===== config.mk =====
export PLATFORM = sky130hd
export DESIGN_NAME = load_arbiter
export DESIGN_NICKNAME = d
export VERILOG_FILES = /design/src/rtl/load_arbiter_pkg.sv /design/src/rtl/load_arbiter_rr_arbiter.sv /design/src/rtl/load_arbiter.sv
export SDC_FILE = /design/constraint.sdc
export NUM_CORES = 1
export LEC_CHECK = 0
export ABC_CLOCK_PERIOD_IN_PS = 1700
export CAP_MARGIN = 20
export CORE_ASPECT_RATIO = 0.7
export CORE_MARGIN = 8
export CORE_UTILIZATION = 30
export CTS_CLUSTER_SIZE = 16
export DETAILED_ROUTE_END_ITERATION = 8
export DONT_BUFFER_PORTS = 1
export GPL_ROUTABILITY_DRIVEN = 0
export GPL_TIMING_DRIVEN = 1
export HOLD_SLACK_MARGIN = 0.02
export SYNTH_ARGS = -nofsm -noshare
export SYNTH_HDL_FRONTEND = slang
export SYNTH_SLANG_ARGS = --single-unit

===== constraint.sdc =====
create_clock -name clk -period 1.7 [get_ports clk]
set_clock_uncertainty 0.1 [all_clocks]
set_input_delay 0.085 -clock clk [delete_from_list [all_inputs] [get_ports clk]]
set_output_delay 0.085 -clock clk [all_outputs]
set_load 0.1 [all_outputs]

===== src/rtl/load_arbiter_pkg.sv =====
// Shared definitions for the load arbiter: default widths and FSM state encoding.
package load_arbiter_pkg;

  localparam int NREQ_DEF = 4;
  localparam int W_DEF    = 16;
  localparam int IDW_DEF  = 2;

  typedef enum logic [1:0] {
    IDLE    = 2'd0,
    LOAD    = 2'd1,
    ACK     = 2'd2,
    RELEASE = 2'd3
  } state_t;

endpackage


===== src/rtl/load_arbiter_rr_arbiter.sv =====
// Combinational round-robin picker: the first set request at or above ptr (with wrap) wins.
module rr_arbiter #(
  parameter int NREQ = 4,
  parameter int IDW  = 2
) (
  input  logic [NREQ-1:0] req,
  input  logic [IDW-1:0]  ptr,
  output logic [IDW-1:0]  gnt_id,
  output logic            any
);

  logic [IDW:0]   sum;
  logic [IDW-1:0] idx;

  // Scan from the farthest offset down so the offset closest to ptr is the last writer.
  always_comb begin
    gnt_id = '0;
    any    = 1'b0;
    sum    = '0;
    idx    = '0;
    for (int i = NREQ - 1; i >= 0; i--) begin
      sum = {1'b0, ptr} + (IDW+1)'(i);
      if (sum >= (IDW+1)'(NREQ)) begin
        idx = IDW'(sum - (IDW+1)'(NREQ));
      end else begin
        idx = sum[IDW-1:0];
      end
      gnt_id = req[idx] ? idx : gnt_id;
      any    = any | req[idx];
    end
  end

endmodule


===== src/rtl/load_arbiter.sv =====
// Round-robin arbiter sharing one step-enabled load register among NREQ requesters.
// Optional load counter output enabled by defining LDARB_LOADCNT_EN.
module load_arbiter
  import load_arbiter_pkg::*;
#(
  parameter int NREQ = NREQ_DEF,
  parameter int W    = W_DEF,
  parameter int IDW  = IDW_DEF
) (
  input  logic              clk,
  input  logic              rst,
  input  logic [NREQ-1:0]   req,
  input  logic [NREQ*W-1:0] din_flat,
  output logic [W-1:0]      ld_data,
  output logic              step,
  output logic [NREQ-1:0]   ack,
  output logic [IDW-1:0]    gnt_id,
  output logic              busy
`ifdef LDARB_LOADCNT_EN
  ,
  output logic [15:0]       load_cnt
`endif
);

  state_t         state;
  state_t         state_next;
  logic [IDW-1:0] ptr;
  logic [IDW-1:0] gnt_pick;
  logic           pick_any;

  rr_arbiter #(.NREQ(NREQ), .IDW(IDW)) u_rr (
    .req    (req),
    .ptr    (ptr),
    .gnt_id (gnt_pick),
    .any    (pick_any)
  );

  always_comb begin
    state_next = state;
    case (state)
      IDLE: begin
        if (pick_any) state_next = LOAD;
        else          state_next = IDLE;
      end
      LOAD:    state_next = ACK;
      ACK:     state_next = RELEASE;
      // Only the current winner's request releases the arbiter.
      RELEASE: begin
        if (!req[gnt_id]) state_next = IDLE;
        else              state_next = RELEASE;
      end
      default: state_next = IDLE;
    endcase
  end

  always_ff @(posedge clk or negedge rst) begin
    if (!rst) begin
      state  <= IDLE;
      ptr    <= '0;
      gnt_id <= '0;
    end else begin
      state <= state_next;
      if (state == IDLE && pick_any) begin
        gnt_id <= gnt_pick;
      end
      if (state == LOAD) begin
        ptr <= (gnt_id == IDW'(NREQ - 1)) ? '0 : gnt_id + IDW'(1);
      end
    end
  end

  // Moore outputs; async reset of state drops step without waiting for a clock.
  always_comb begin
    step    = (state == LOAD);
    busy    = (state != IDLE);
    ld_data = '0;
    ack     = '0;
    if (state == LOAD) ld_data = din_flat[int'(gnt_id)*W +: W];
    else               ld_data = '0;
    if (state == ACK) ack = NREQ'(1) << gnt_id;
    else              ack = '0;
  end

`ifdef LDARB_LOADCNT_EN
  always_ff @(posedge clk or negedge rst) begin
    if (!rst) begin
      load_cnt <= 16'd0;
    end else if (state == LOAD) begin
      load_cnt <= load_cnt + 16'd1;
    end
  end
`endif

endmodule


## After elaboration in Yosys (flattened, before gate mapping)

Cells that the tools add are included.

| storage, ports and cells | value |
|---|---|
| latch bits | 0 |
| output and inout bits | 24 |
| memories kept | 0 |
| ROM bits | 0 |
| logic and storage cells | 56 |
| flip-flop bits (word level) | 6 |
| bits in writable memories | 0 |

| cells by class | value |
|---|---|
| bitwise logic cells | 3 |
| magnitude comparators | 9 |
| multiplexer cells | 24 |
| equality and inequality tests | 4 |
| add/subtract/negate cells | 8 |
| div/mod/pow operators | 0 |
| multipliers | 0 |
| shift-type cells | 2 |
| reduce and logical (&&, ||, !) cells | 3 |

Operators with widths:

| operator | number |
|---|---|
| 64-bit by 7-bit variable part select with 16-bit output | 1 |
| 2-bit 2-to-1 mux | 10 |
| 16-bit 2-to-1 mux | 1 |
| 2-bit by 3-bit less-than comparator with 1-bit output (second input constant) | 5 |
| 1-bit binary-select mux with 2-bit select | 5 |
| 3-bit greater-or-equal comparator (second input constant) | 3 |
| 2-bit one-hot mux with 4 select lines | 1 |
| 2-bit by 1-bit subtractor with 2-bit output (second input constant) | 4 |
| 2-bit by 2-bit adder with 3-bit output (second input constant) | 2 |
| 2-bit == test (second input constant) | 3 |
| 1-bit 2-to-1 mux | 6 |
| 4-bit 2-to-1 mux | 1 |
| 1-bit by 2-bit << shifter with 4-bit output (first input constant) | 1 |
| 2-bit by 1-bit adder with 3-bit output (second input constant) | 1 |
| 2-bit by 3-bit greater-or-equal comparator with 1-bit output (second input constant) | 1 |
| 1-bit bitwise OR | 3 |
| 2-bit by 1-bit adder with 2-bit output (second input constant) | 1 |
| 2-bit by 1-bit == test with 1-bit output (second input constant) | 1 |
| 2-bit zero test | 1 |
| 2-bit nonzero test | 1 |
| 1-bit logical AND | 1 |

## Depth between registers and ports, before layout

Gate-level depths: netlist of run 1.

| depth | value |
|---|---|
| word-level depth | 10 |
| gate-level depth with buffers | 5 |

## Cells and area by module

A second synthesis of run 1 with hierarchy kept.

| second synthesis, totals | value |
|---|---|
| cells, all modules | 83 |
| area, all modules | 933.4 um^2 |

By module, submodules not included:

| module | cells an instance | area an instance (um^2) | instances |
|---|---|---|---|
| load_arbiter | 68 | 852.1 | 1 |
| rr_arbiter | 15 | 81.3 | 1 |

## Worst setup path before layout of run 1

No wires, ideal clock.

| timing path | value |
|---|---|
| kind | register to output |
| start | register gnt_id[1] |
| end | output ld_data[9] |
| required time | 1515 ps |
| arrival time | 2991 ps |
| cell stages (with the launch flop) | 5 |
| buffers on the path | 2 |
| setup slack | -1476 ps |
| cells stage by stage | dfrtp_1 > buf_4 > buf_2 > mux4_2 > nor2b_1 |

| between the ends | value |
|---|---|
| longest elaborated chain between the ends | 2 |

RTL lines:

| element | line | RTL |
|---|---|---|
| start, declared | load_arbiter.sv:17 | `output logic [IDW-1:0] gnt_id,` |
| start signal, assigned | load_arbiter.sv:64 | `gnt_id <= gnt_pick;` |
| 64-bit by 7-bit variable part select with 16-bit output | load_arbiter.sv:78 | `if (state == LOAD) ld_data = din_flat[int'(gnt_id)*W +: W];` |
| 16-bit 2-to-1 mux | load_arbiter.sv:78 |  |
| end, declared | load_arbiter.sv:14 | `output logic [W-1:0] ld_data,` |

No other way between the ends.

## Worst setup path in the final report of run 1

| timing path | value |
|---|---|
| start | register gnt_id[0] |
| end | output ld_data[6] |

Same word-level chain as after synthesis.

==> impl_metrics.env, run 1 <==
export IMPL_num_vias=861
export IMPL_design_core_area_sq_mm=0.003084
export IMPL_dp_cells=143
export IMPL_drive_gt1_frac=0.7500
export IMPL_slew_violations=0
export IMPL_yosys_register_bits=6
export IMPL_dpl_cell_area_sq_mm=0.001526
export IMPL_antenna_found_initial=0
export IMPL_reg2reg_depth=6
export IMPL_cts_num_sinks=6
export IMPL_io_pins=94
export IMPL_fin_crit_ns=1.818
export IMPL_timing_fmax_ghz=0.5499
export IMPL_hold_viol=0
export IMPL_seq_area_frac_synth=0.1587
export IMPL_fin_crit_sh=1.070
export IMPL_synth_distinct_cells=25
export IMPL_design_area_sq_mm=0.001727
export IMPL_critPathArrivalTime_ns=1.63
export IMPL_hold_depth=2
export IMPL_final_cells=154
export IMPL_grt_pass1_wl_mm=5.720
export IMPL_path_cells="buf_12 -> mux4_2 -> nor2b_4 -> buf_12"
export IMPL_dp_worst_setup_slack_ns=0.04657
export IMPL_crit_family="multiplexers"
export IMPL_drc=0
export IMPL_netlist_top_cells_area="mux4_2, dfrtp_1, nor2b_1, ha_1, mux2_1"
export IMPL_holdWs_ns=0.02755
export IMPL_r2r_end="state[1]"
export IMPL_fp_dieH_microns=62.98
export IMPL_violations="setup timing"
export IMPL_dr_pass1_iters=4
export IMPL_track_usage=0.1358
export IMPL_root_buffer="clkbuf_8"
export IMPL_clk_latency_ns=0.22
export IMPL_via_per_inst=5.591
export IMPL_grt_max_degree=23
export IMPL_crit_top_cell="buf_12"
export IMPL_worstMarginPinSlew_ns=0.4878
export IMPL_hold_class="in2reg"
export IMPL_start_util=0.3067
export IMPL_power_mw=4.252
export IMPL_path_class="reg2out"
export IMPL_htree_levels=1
export IMPL_rrSetupSlack_ns=0.02
export IMPL_cts_tree="built"
export IMPL_area_delta_synth_final_pct=82.54
export IMPL_clk_pin_slew_ns=0.03
export IMPL_slew_limit_headroom=0.6718
export IMPL_setup_ws_ns=-0.1184
export IMPL_num_rows=17
export IMPL_cts_buffer_depth=2
export IMPL_yosys_warnings=0
export IMPL_finalSetupViolCount=16
export IMPL_startpoint_type="register"
export IMPL_drtIter0Drc=35
export IMPL_syn_cell_area_sq_um=945.9
export IMPL_ir_drop_uv=1127
export IMPL_wl_per_cell_microns=24.42
export IMPL_leakage_nw=0.6637
export IMPL_synth_top_area_share=0.3571
export IMPL_status="finished with violations"
export IMPL_drv_cap=0
export IMPL_numPortBuffers=0
export IMPL_holdPathEnd="gnt_id[0]"
export IMPL_utilization=0.5598
export IMPL_diodes=0
export IMPL_slowest_stage="mux4_2"
export IMPL_final_nets=192
export IMPL_reg2reg_from="gnt_id[0]"
export IMPL_synth_top_cell_by_area="mux4_2"
export IMPL_routed_wl_mm=3.761
export IMPL_grt_pass1_vias=990
export IMPL_antenna_left=0
export IMPL_avgSynthCellArea_sq_um=11.00
export IMPL_die_w_microns=83.12
export IMPL_syn_num_nets=160
export IMPL_hpwl_mm=3.089
export IMPL_cts_buffers=3
export IMPL_grt_ovfl_total=0
export IMPL_end_kind="output port"
export IMPL_rsz0062_at_grt="true"
export IMPL_setup_tns_ns=-1.650
export IMPL_syn_inst=86
export IMPL_hp_start="req[3]"
export IMPL_worstPathMaxFanout=8
export IMPL_crit_buf_inv=2
export IMPL_power_density_mw_per_mm2=2463
export IMPL_crit_required_ns=1.51
export IMPL_dieArea_sq_mm=0.005235
export IMPL_cpPeakStageDelay_ns=0.50
placed cells by master, fill, tap and decap left out, types with 2 or more instances in the layout:
cell type  count
clkbuf_8       3
o21ai_0        2
nand2b_1       2
dfrtp_4        2
inv_1          2
buf_12        19
nand2_1        3
nor2b_1        2
nor2b_4       16
and2_4         4
buf_4          9
nor2_1         3
mux4_2        16
a21oi_1        2
buf_8          3
mux2_4         2
dfrtp_1        4
o31ai_1        2
ha_4           4
synth_stat cells:
master,number
nor2b_1,17
mux4_2,15
dfrtp_1,6
inv_1,5
a21oi_1,4
and2_1,4
ha_1,4
nand2_1,4
mux2_1,3
nand2b_1,3
nor2_1,3
buf_2,2
buf_6,2
o21ai_0,2
o31ai_1,2
a2bb2oi_1,1
a311oi_1,1
buf_4,1
clkbuf_1,1
mux2i_1,1
mux4_1,1
nor2b_4,1
nor3b_1,1
nor4_1,1
o41ai_1,1
cell type report:
cell class	count	area, sq um
flip-flops and latches	6	157.7
fillers	262	1358
multi-input cells	69	935.9
repair buffers	33	514.2
inverters	5	30.03
clock buffers	3	41.29
well taps	38	47.55
power breakdown:
group	internal, mW	leakage, nW	switching (mW)	total (mW)
registers	0.228	0.0685	0.145	0.373
clock network	0.152	0.0216	0.0608	0.213
logic	1.51	0.574	2.16	3.67
total	1.89	0.664	2.36	4.25
layer usage:
metal | vias to the layer above | wire [microns] | track usage
li1 | 384 | - | -
met1 | 408 | 1373 | 0.1284
met2 | 65 | 1836 | 0.2304
met3 | 4 | 524 | 0.09896
met4 | 0 | 27 | 0.03493
met5 | - | 0 | 0
kinds of logic (layout without fill, tap and decap cells):
kind of cell,Yosys count,in the layout,share of synthesized area
compound gates,11,11,0.07540
fa+ha+maj,4,4,0.05291
buf+inv,11,41,0.06614
flops,6,6,0.1587
mux,20,20,0.4312
simple gates,34,34,0.2156
worst max-delay path by stage:
stage | startpoint | end | slack (ns) | cells after the start
6_report | gnt_id[0] | ld_data[6] | -0.12 | 4
5_1_grt | gnt_id[0] | ld_data[4] | -0.17 | 4
4_1_cts | gnt_id[0] | ld_data[6] | -0.13 | 4
3_5_place_dp | gnt_id[0] | ld_data[14] | 0.05 | 4
3_3_place_gp | gnt_id[0] | ld_data[10] | 0.07 | 4
2_1_floorplan | gnt_id[0] | ld_data[0] | -0.16 | 3
flip-flops by register name, indices dropped and copies added (netlist names):
name / count
gnt_id: 2
ptr: 2
state: 2
timing repair:
action,CTS,global route
hold buffers,1,0
setup buffers,5,2
setup endpoints to repair,18,21
endpoints found under the hold margin,6,0
gates resized for setup,13,11
pin swaps,2,2
(Power assumes the default switching activity.)
==> run 2, diff against run 1 <==
CORE_ASPECT_RATIO = 1.75   (was 0.7)
==> impl_metrics.env, run 2 (synthesized netlist as in run 1, its figures left out) <==
export IMPL_slew_violations=0
export IMPL_grt_ovfl_total=0
export IMPL_worstMarginPinSlew_ns=0.5015
export IMPL_drtIter0Drc=25
export IMPL_htree_levels=1
export IMPL_clk_latency_ns=0.22
export IMPL_setup_ws_ns=-0.1302
export IMPL_critPathArrivalTime_ns=1.65
export IMPL_rrSetupSlack_ns=0.08
export IMPL_num_rows=27
export IMPL_wl_met1_microns=988
export IMPL_track_usage=0.1299
export IMPL_leakage_nw=0.6291
export IMPL_antenna_found_initial=0
export IMPL_fin_crit_ns=1.830
export IMPL_diodes=0
export IMPL_die_w_microns=58.45
export IMPL_reg2reg_depth=5
export IMPL_grt_pass1_vias=968
export IMPL_switching_share=0.5620
export IMPL_fin_crit_sh=1.077
export IMPL_via_per_inst=5.397
export IMPL_layout_common_cells="buf_12, mux4_2, nor2b_4, buf_4"
export IMPL_layout_commonest_cell="buf_12"
export IMPL_startpoint_type="register"
export IMPL_drv_cap=0
export IMPL_root_buffer="clkbuf_8"
export IMPL_violations="setup timing"
export IMPL_clk_pin_slew_ns=0.04
export IMPL_design_core_area_sq_mm=0.003074
export IMPL_cpPeakStageDelay_ns=0.51
export IMPL_path_class="reg2out"
export IMPL_cts_tree="built"
export IMPL_power_density_mw_per_mm2=2461
export IMPL_status="finished with violations"
export IMPL_dieArea_sq_mm=0.005276
export IMPL_p_clk_frac=0.052
export IMPL_slew_limit_headroom=0.6626
export IMPL_ir_drop_uv=1388
export IMPL_utilization=0.5287
export IMPL_drive_gt1_frac=0.6903
export IMPL_num_vias=842
export IMPL_antenna_left=0
export IMPL_p_int_mw=1.752
export IMPL_r2r_end="state[1]"
export IMPL_fp_dieH_microns=90.28
export IMPL_wl_per_cell_microns=23.05
export IMPL_numPortBuffers=0
export IMPL_startpoint="gnt_id[0]"
export IMPL_hold_viol=0
export IMPL_hold_depth=3
export IMPL_dr_pass1_iters=4
export IMPL_holdWs_ns=0.03098
export IMPL_holdPathEnd="gnt_id[0]"
export IMPL_grt_pass1_wl_mm=5.264
export IMPL_path_cells="buf_12 -> mux4_2 -> nor2b_4 -> buf_12"
export IMPL_hp_start="req[0]"
export IMPL_combPwrFrac=0.850
export IMPL_dp_worst_setup_slack_ns=0.06846
export IMPL_reg_top3="gnt_id: 2 flops, ptr: 2 flops, state: 2 flops"
export IMPL_io_pins=94
export IMPL_routed_wl_mm=3.596
export IMPL_drc=0
export IMPL_cts_buffer_depth=2
export IMPL_grt_max_degree=23
export IMPL_area_delta_synth_final_pct=71.83
export IMPL_crit_top_cell="buf_12"
export IMPL_wl_met2_mm=2.020
export IMPL_end_kind="output port"
export IMPL_finalSetupViolCount=18
export IMPL_crit_required_ns=1.51
export IMPL_worstPathMaxFanout=9
export IMPL_timing_fmax_ghz=0.5464
export IMPL_hold_class="in2reg"
export IMPL_hpwl_mm=3.055
export IMPL_reg2reg_from="gnt_id[0]"
export IMPL_met3_length_microns=525
export IMPL_slowest_stage="mux4_2"
export IMPL_cts_buffers=3
export IMPL_p_seq_frac=0.098
export IMPL_cts_num_sinks=6
export IMPL_top_layer_used="met4"
export IMPL_p_sw_mw=2.248
export IMPL_start_util=0.3077
export IMPL_final_nets=189
export IMPL_rsz0062_at_grt="true"
==> run 2: worst max-delay path by stage <==
stage / end / slack, ns / depth (start not counted)
2_1_floorplan: ld_data[0] / -0.16 / 3
3_3_place_gp: ld_data[13] / 0.11 / 4
3_5_place_dp: ld_data[11] / 0.07 / 4
4_1_cts: ld_data[7] / -0.14 / 4
5_1_grt: ld_data[11] / -0.17 / 4
6_report: ld_data[11] / -0.13 / 4
==> run 2: timing repair <==
| item | CTS | global route |
|---|---|---|
| hold buffers | 1 | 0 |
| cloned | 0 | 0 |
| endpoints found under the hold margin | 6 | 0 |
| endpoints found under the setup margin | 16 | 20 |
| setup buffers | 2 | 1 |
| gates resized for setup | 4 | 5 |
==> run 2: layout make-up <==
| type | instances | area (sq um) |
|---|---|---|
| repair buffers | 30 | 460.4 |
| flip-flops and latches | 6 | 157.7 |
| well taps | 43 | 53.80 |
| clock buffers | 3 | 41.29 |
| fillers | 269 | 1449 |
| multi-input cells | 69 | 887.1 |
| inverters | 5 | 25.02 |
==> run 2: metal layers <==
layer | global-route usage | vias up
li1 | - | 377
met1 | 0.1014 | 400
met2 | 0.2509 | 61
met3 | 0.06562 | 4
met4 | 0.04733 | 0
met5 | 0 | -
==> run 2: critical path: cells and delay by family (launching register included) <==
kind	cells	cell delay, ns
simple gates	1	0.15
mux	1	0.51
buf+inv	2	0.31
flops	1	0.44
==> run 2: power groups by stage <==
stage	clock [mW]	combinational (mW)	sequential (mW)
2_1_floorplan	0	2.43	0.457
3_3_place_gp	0	3.28	0.378
3_5_place_dp	0	3.32	0.387
4_1_cts	0.217	3.38	0.385
5_1_grt	0.228	3.54	0.410
6_report	0.209	3.40	0.392
==> run 2: through the flow <==
step	instances	instance area [sq um]	setup TNS [ns]	power (mW)
after floorplan	86	1110	-2.423	2.889
after global placement	149	1528	0	3.658
after detailed placement	149	1528	0	3.711
after CTS	155	1600	-2.032	3.980
after global routing	156	1625	-2.553	4.174
final	156	1625	-1.646	4.000
